$ cat config.mk
export PLATFORM = sky130hd
export DESIGN_NAME = frame_row_writer_flat
export DESIGN_NICKNAME = d
export VERILOG_FILES = /design/src/rtl/frame_row_writer_pkg.sv /design/src/rtl/frame_row_writer_if.sv /design/src/rtl/frame_row_writer_row_serializer.sv /design/src/rtl/frame_row_writer.sv /design/src/flat_wrapper.sv
export SDC_FILE = /design/constraint.sdc
export NUM_CORES = 1
export LEC_CHECK = 0
export CORE_MARGIN = 1
export CORE_UTILIZATION = 46
export CTS_CLUSTER_DIAMETER = 60
export DETAILED_ROUTE_END_ITERATION = 8
export PLACE_DENSITY = 0.76
export SYNTH_ARGS = -nofsm -noshare
export SYNTH_HDL_FRONTEND = slang
export SYNTH_SLANG_ARGS = --single-unit
$ cat constraint.sdc
create_clock -name clk -period 2.65 [get_ports clk]
set_clock_uncertainty 0.2 [all_clocks]
set_input_delay 0.53 -clock clk [delete_from_list [all_inputs] [get_ports clk]]
set_output_delay 0.53 -clock clk [all_outputs]
set_load 0.005 [all_outputs]
$ cat src/rtl/frame_row_writer_pkg.sv
// Shared definitions for the frame row writer: default geometry, derived
// frame sizes, FSM state encoding and a small counter-width helper.
package frame_row_writer_pkg;

  localparam int IMG_W_DFLT  = 64;
  localparam int IMG_H_DFLT  = 64;
  localparam int WORD_W_DFLT = 1;
  localparam int ADDR_W_DFLT = 12;

  localparam int BEATS_PER_ROW = IMG_W_DFLT / WORD_W_DFLT;
  localparam int FRAME_WORDS   = IMG_H_DFLT * BEATS_PER_ROW;

  typedef enum logic [1:0] {
    ST_IDLE  = 2'd0,
    ST_WRITE = 2'd1,
    ST_DONE  = 2'd2,
    ST_CLEAR = 2'd3
  } state_e;

  // Width of a counter holding 0..n-1, never narrower than one bit.
  function automatic int cnt_width(input int n);
    return (n <= 1) ? 1 : $clog2(n);
  endfunction

endpackage

$ cat src/rtl/frame_row_writer_if.sv
// Row-in / RAM-write-out bundle of the frame row writer.
// slave: the writer itself; master: whoever feeds rows and watches the RAM side.
interface frame_row_writer_if #(
  parameter int IMG_W  = frame_row_writer_pkg::IMG_W_DFLT,
  parameter int WORD_W = frame_row_writer_pkg::WORD_W_DFLT,
  parameter int ADDR_W = frame_row_writer_pkg::ADDR_W_DFLT
);
  logic              frame_start;
  logic              row_valid;
  logic [IMG_W-1:0]  row_data;
  logic              row_ready;
  logic [WORD_W-1:0] data;
  logic [ADDR_W-1:0] wraddress;
  logic              wren;
  logic              busy;
  logic              frame_done;

  modport master (
    output frame_start, row_valid, row_data,
    input  row_ready, data, wraddress, wren, busy, frame_done
  );

  modport slave (
    input  frame_start, row_valid, row_data,
    output row_ready, data, wraddress, wren, busy, frame_done
  );
endinterface

$ cat src/rtl/frame_row_writer_row_serializer.sv
// Row serializer: parallel-loads one image row and hands it out WORD_W
// pixels per beat, LSB (x=0) first, with a beat counter and last-beat flag.
module row_serializer
  import frame_row_writer_pkg::*;
#(
  parameter int IMG_W  = IMG_W_DFLT,
  parameter int WORD_W = WORD_W_DFLT,
  parameter int BEAT_W = cnt_width(IMG_W_DFLT / WORD_W_DFLT)
) (
  input  logic              clk,
  input  logic              clr_i,
  input  logic              load_i,
  input  logic              shift_i,
  input  logic [IMG_W-1:0]  row_i,
  output logic [WORD_W-1:0] word_o,
  output logic [BEAT_W-1:0] beat_o,
  output logic              last_beat_o
);
  localparam int BEATS = IMG_W / WORD_W;

  logic [IMG_W-1:0]  shift_q, shift_d;
  logic [BEAT_W-1:0] beat_q, beat_d;

  assign word_o      = shift_q[WORD_W-1:0];
  assign beat_o      = beat_q;
  assign last_beat_o = (beat_q == BEAT_W'(BEATS - 1));

  // Next shift/beat: load restarts the row, each shift consumes one beat and
  // the counter wraps to 0 after the last beat.
  always_comb begin
    shift_d = shift_q;
    beat_d  = beat_q;
    if (load_i) begin
      shift_d = row_i;
      beat_d  = '0;
    end else if (shift_i) begin
      shift_d = shift_q >> WORD_W;
      beat_d  = last_beat_o ? '0 : beat_q + BEAT_W'(1);
    end
  end

  // Beat counter is cleared by reset/frame restart; pixel data needs no reset.
  always_ff @(posedge clk) begin
    if (clr_i) beat_q <= '0;
    else       beat_q <= beat_d;
    shift_q <= shift_d;
  end

endmodule

$ cat src/rtl/frame_row_writer.sv
// Frame row writer: accepts 1-bit-per-pixel image rows and writes them in
// raster order into the write port of the display frame RAM.
// Optional build macro FRAME_ROW_WRITER_CLEAR_EN: reset release and
// frame_start first zero the whole frame (CLEAR state) before rows are taken.
module frame_row_writer
  import frame_row_writer_pkg::*;
#(
  parameter int IMG_W  = IMG_W_DFLT,
  parameter int IMG_H  = IMG_H_DFLT,
  parameter int WORD_W = WORD_W_DFLT,
  parameter int ADDR_W = ADDR_W_DFLT
) (
  input logic               clk,
  input logic               reset,
  frame_row_writer_if.slave bus
);
  localparam int BEATS  = IMG_W / WORD_W;
  localparam int WORDS  = IMG_H * BEATS;
  localparam int BEAT_W = cnt_width(BEATS);
  localparam int ROW_W  = cnt_width(IMG_H);

`ifdef FRAME_ROW_WRITER_CLEAR_EN
  localparam state_e START_ST = ST_CLEAR;
`else
  localparam state_e START_ST = ST_IDLE;
`endif

  state_e            state_q, state_d;
  logic [ROW_W-1:0]  row_q;
  logic [ADDR_W-1:0] row_base_q;
  logic [WORD_W-1:0] hold_data_q;
  logic [ADDR_W-1:0] hold_addr_q;
  logic              load, shift, row_inc, row_zero;
  logic [WORD_W-1:0] ser_word;
  logic [BEAT_W-1:0] ser_beat;
  logic              ser_last;
  logic              wren_w;
  logic [WORD_W-1:0] data_w;
  logic [ADDR_W-1:0] addr_w;
`ifdef FRAME_ROW_WRITER_CLEAR_EN
  logic [ADDR_W-1:0] clr_addr_q;
`endif

  row_serializer #(
    .IMG_W  (IMG_W),
    .WORD_W (WORD_W),
    .BEAT_W (BEAT_W)
  ) u_ser (
    .clk         (clk),
    .clr_i       (reset | bus.frame_start),
    .load_i      (load),
    .shift_i     (shift),
    .row_i       (bus.row_data),
    .word_o      (ser_word),
    .beat_o      (ser_beat),
    .last_beat_o (ser_last)
  );

  // Next state and row/serializer control; frame_start overrides everything.
  always_comb begin
    state_d  = state_q;
    load     = 1'b0;
    shift    = 1'b0;
    row_inc  = 1'b0;
    row_zero = 1'b0;
    case (state_q)
      ST_IDLE: begin
        if (bus.row_valid) begin
          load    = 1'b1;
          state_d = ST_WRITE;
        end
      end
      ST_WRITE: begin
        shift = 1'b1;
        if (ser_last) begin
          if (row_q == ROW_W'(IMG_H - 1)) begin
            state_d = ST_DONE;
          end else begin
            row_inc = 1'b1;
            state_d = ST_IDLE;
          end
        end
      end
      ST_DONE: begin
        row_zero = 1'b1;
        state_d  = ST_IDLE;
      end
      default: begin
`ifdef FRAME_ROW_WRITER_CLEAR_EN
        if (clr_addr_q == ADDR_W'(WORDS - 1)) state_d = ST_IDLE;
`else
        state_d = ST_IDLE;
`endif
      end
    endcase
    if (bus.frame_start) begin
      state_d  = START_ST;
      load     = 1'b0;
      shift    = 1'b0;
      row_inc  = 1'b0;
      row_zero = 1'b1;
    end
  end

  // State register, row counter and the row's base address in the frame.
  always_ff @(posedge clk) begin
    if (reset) begin
      state_q    <= START_ST;
      row_q      <= '0;
      row_base_q <= '0;
    end else begin
      state_q <= state_d;
      if (row_zero) begin
        row_q      <= '0;
        row_base_q <= '0;
      end else if (row_inc) begin
        row_q      <= row_q + ROW_W'(1);
        row_base_q <= row_base_q + ADDR_W'(BEATS);
      end
    end
  end

`ifdef FRAME_ROW_WRITER_CLEAR_EN
  // Clear sweep address: restarts on reset/frame_start, advances in CLEAR.
  always_ff @(posedge clk) begin
    if (reset || bus.frame_start) clr_addr_q <= '0;
    else if (state_q == ST_CLEAR) clr_addr_q <= clr_addr_q + ADDR_W'(1);
  end
`endif

  // RAM write triplet; data/address fall back to the last written beat.
  always_comb begin
    wren_w = 1'b0;
    data_w = hold_data_q;
    addr_w = hold_addr_q;
    if (state_q == ST_WRITE) begin
      wren_w = 1'b1;
      data_w = ser_word;
      addr_w = row_base_q + ADDR_W'(ser_beat);
    end
`ifdef FRAME_ROW_WRITER_CLEAR_EN
    else if (state_q == ST_CLEAR) begin
      wren_w = 1'b1;
      data_w = '0;
      addr_w = clr_addr_q;
    end
`endif
  end

  // Remember every written beat so the RAM bus stays stable between writes.
  always_ff @(posedge clk) begin
    if (reset) begin
      hold_data_q <= '0;
      hold_addr_q <= '0;
    end else if (wren_w) begin
      hold_data_q <= data_w;
      hold_addr_q <= addr_w;
    end
  end

  assign bus.wren       = wren_w;
  assign bus.data       = data_w;
  assign bus.wraddress  = addr_w;
  assign bus.row_ready  = (state_q == ST_IDLE);
  assign bus.busy       = (state_q != ST_IDLE);
  assign bus.frame_done = (state_q == ST_DONE);

endmodule
$ cat src/flat_wrapper.sv
// flat-port wrapper written by rule: the top's interface ports become plain ports
module frame_row_writer_flat import frame_row_writer_pkg::*;
#(
  parameter int IMG_W  = IMG_W_DFLT,
  parameter int IMG_H  = IMG_H_DFLT,
  parameter int WORD_W = WORD_W_DFLT,
  parameter int ADDR_W = ADDR_W_DFLT
)
  (clk, reset, bus_frame_start, bus_row_valid, bus_row_data, bus_row_ready, bus_data, bus_wraddress, bus_wren, bus_busy, bus_frame_done);
  frame_row_writer_if #(.IMG_W(IMG_W), .WORD_W(WORD_W), .ADDR_W(ADDR_W)) bus_i ();
  input logic clk;
  input logic reset;
  input wire logic [$bits(bus_i.frame_start)-1:0] bus_frame_start;
  input wire logic [$bits(bus_i.row_valid)-1:0] bus_row_valid;
  input wire logic [$bits(bus_i.row_data)-1:0] bus_row_data;
  output wire logic [$bits(bus_i.row_ready)-1:0] bus_row_ready;
  output wire logic [$bits(bus_i.data)-1:0] bus_data;
  output wire logic [$bits(bus_i.wraddress)-1:0] bus_wraddress;
  output wire logic [$bits(bus_i.wren)-1:0] bus_wren;
  output wire logic [$bits(bus_i.busy)-1:0] bus_busy;
  output wire logic [$bits(bus_i.frame_done)-1:0] bus_frame_done;
  assign bus_i.frame_start = bus_frame_start;
  assign bus_i.row_valid = bus_row_valid;
  assign bus_i.row_data = bus_row_data;
  assign bus_row_ready = bus_i.row_ready;
  assign bus_data = bus_i.data;
  assign bus_wraddress = bus_i.wraddress;
  assign bus_wren = bus_i.wren;
  assign bus_busy = bus_i.busy;
  assign bus_frame_done = bus_i.frame_done;
  frame_row_writer #(.IMG_W(IMG_W), .IMG_H(IMG_H), .WORD_W(WORD_W), .ADDR_W(ADDR_W)) u_core (.clk(clk), .reset(reset), .bus(bus_i));
endmodule
==> summary.txt <==
Clocking
  • Clk_lat worst skew: 350 ps
  • CTS tree: built
  • # hold bufs at CTS: 0
  • Deepest clock path buffer count: 2
  • CTS root buf: clkbuf_8
  • Clock Sinks: 97
  • CTS buffer count: 9
  • CTS clock-pin slew for the worst setup and hold paths: 90 ps
  • # H-tree levels: 3

Global routing
  • Antenna violations before repair: 0
  • Vias in the first global route: 2589
  • Total grt overflow: 0
  • GRT Overall Usage: 0.167
  • Largest net degree at the start of global routing: 52
  • Global-route wire length before repair: 12600 µm

Worst setup path
  • CP Data Required Time: between 1500 and 2000 ps
  • Worst Setup Path Type: reg -> out
  • Critical path startpoint category: register
  • CP arrival: 1840 ps
  • Critical path capture point type: primary output
  • Critical path peak fanout: 6

Yosys
  • YS warnings: 0
  • Share of the synthesized area in the top cell type: 0.461
  • Netlist Area Pre-Place: 4170 µm²
  • Syn Nets: 364
  • Post-synthesis cell count: 293
  • Ranking of synthesized cells by area: edfxtp_1 46%, mux2_2 21%, dfxtp_1 16%
  • Yosys cell types: 35
  • Flop and latch count out of synthesis: 97
  • Avg Inst Size Synth: between 10 and 15 µm²
  • Sequential share of the synthesized area: 0.619
  • Area leader, netlist: edfxtp_1

Timing
  • Final Hold Vio Count: 0
  • # setup viols final: 0
  • Final critical-path required period: 2570 ps
  • Max Freq: 0.389 GHz
  • Slew Viols, Final: 0
  • Worst-margin pin slew: 544 ps
  • Final Cycle Share: 0.971
  • Max-slew headroom: 0.634
  • RSZ-0062 raised after global routing: true

Floorplan
  • Die area: 9450 µm²
  • Starting density of the core: 0.476
  • Num rows: 34
  • Core area: 8760 µm²
  • I/O pins: between 80 and 90
  • Overall die height: approximately 97 µm
  • Die Wd: 97.2 µm

Cells and area
  • Share of cells above drive strength 1: 0.278
  • Nets: 456
  • Area delta synth->final: 29.5%
  • # fillers: a little under 700
  • Design area: 5400 µm²
  • Ant diodes: 0

Power and ir drop
  • PnR Total Power: 2.93 mW
  • Pwr dens: 542 nW/µm²
  • Maximum VDD drop: 0.265 mV
  • Leak pwr: between 1.5 and 2 nW

Detailed routing
  • Drt total wl: 7510 µm
  • DR pass1 iterations: 4
  • Detailed-route via count: 2596
  • DRC Markers: 0
  • WL/cell: about 15 µm
  • Antenna Violating Nets Remaining: 0
  • Iter 0 DRT Violations: 93
  • DR vias/cell: roughly 5.2

Place
  • Port Buffer Count: 84
  • HPWL Detailed: 5050 µm
  • Placed Area: 5180 µm²
  • Routability cong.: 0.813

Min path
  • Hold WC Path Type: reg -> reg

Job
  • Max Cap Viol: 0

Status
  • Status: completed
## registers in the layout, indices dropped and copies added (netlist names)
name / cells
u_core.u_ser.shift_q: 64
u_core.hold_addr_q: 12
u_core.row_base_q: 6
u_core.row_q: 6
u_core.u_ser.beat_o: 6
u_core.state_q: 2
u_core.hold_data_q: 1
## worst paths after layout
check | startpoint | endpoint | slack [ps] | depth (start not counted)
setup / recovery | u_core.state_q[1] | bus_wraddress[11] | 80 | 4
hold / removal | u_core.row_base_q[11] | u_core.row_base_q[11] | 280 | 2
hold reg to reg | u_core.row_base_q[11] | u_core.row_base_q[11] | 280 | 2
setup reg to reg | u_core.row_q[0] | u_core.row_base_q[10] | 530 | 5
## synth_stat cells (all sizes together)
master,n
and2,1
or3,3
or2,2
clkbuf,5
nand4,6
nor2b,13
buf,8
o311ai,1
nor4b,1
edfxtp,64
o41ai,1
and3,4
o21ai,6
o31ai,4
a211oi,1
mux2,76
a2bb2oi,1
xor2,4
nor3,2
nand2,7
inv,4
mux2i,2
or4,4
and4,1
xnor2,1
nor2,13
dfxtp,33
a21oi,10
ha,3
nor3b,3
nand3,7
nand2b,1
and2b,1
## stage by stage
| stage | utilization | setup TNS, ps | std cells | hold WS, ps | worst slack [ps] |
|---|---|---|---|---|---|
| floorplan | - | 0 | 293 | 240 | 66.6 |
| global placement | 0.591 | 0 | 480 | 260 | 127 |
| detailed placement | 0.591 | 0 | 480 | 261 | 8.74 |
| CTS | 0.615 | 0 | 497 | 273 | 24.5 |
| global route | 0.616 | -0.719 | 497 | 302 | -0.719 |
| finish | 0.616 | 0 | 497 | 277 | 76.2 |
## critical path, stage by stage (launching register included)
cell and delay (ps):
dfxtp_4 380, nor2_4 170, buf_6 150, mux2_2 350, clkdlybuf4s50_1 450
## final cells by class
| cell class | count | area (µm²) | share of cell area |
|---|---|---|---|
| multi-input cells | 179 | 1530 | 0.283 |
| clock inverters | 5 | 57.6 | 0.0107 |
| repair buffers | 94 | 950 | 0.176 |
| clock buffers | 10 | 128 | 0.0236 |
| well taps | 108 | 135 | 0.0250 |
| flip-flops and latches | 97 | 2590 | 0.479 |
| inverters | 4 | 15.0 | 0.00278 |
## kinds of logic after synthesis
group                    share of synthesized area
flip-flops                                   0.619
buffers and inverters                       0.0177
adder cells (fa/ha/maj)                    0.00900
AO/OA/AOI/OAI                               0.0345
AND/OR/NAND/NOR                             0.0987
multiplexers                                 0.210
XOR/XNOR                                    0.0105
## per-layer routing
metal	vias to the layer above	track usage	part of all wire
met3	8	0.0317	0.035
met2	51	0.272	0.49
li1	1282	-	-
met1	1255	0.221	0.46
met4	0	0.0689	0.015
met5	-	0	0
## power breakdown
part | switching [mW] | total (mW) | internal, mW | leakage, nW
clock | 0.486 | 0.916 | 0.431 | 0.0884
combinational | 0.106 | 0.297 | 0.191 | 0.916
sequential | 0.0158 | 1.71 | 1.70 | 0.869
total | 0.608 | 2.93 | 2.32 | 1.87
## cells in the final DEF, fill, tap and decap left out, drive strengths merged, types with 6 or more instances in the layout
master          n
dfxtp          33
clkdlybuf4s50  82
buf            10
nor2b          13
clkbuf         10
nand4           6
o21ai           6
edfxtp         64
nand2           7
a21oi          10
nor2           13
mux2           76
nand3           7
## repair_timing
item                                   in CTS  in global routing
gates resized for setup                     6                  4
cloned                                      1                  0
endpoints found under the hold margin       0                  0
pin swaps                                   0                  1
setup buffers                               1                  0
setup endpoints to repair                  13                 12
No activity file was read; power rests on OpenSTA's default activity.
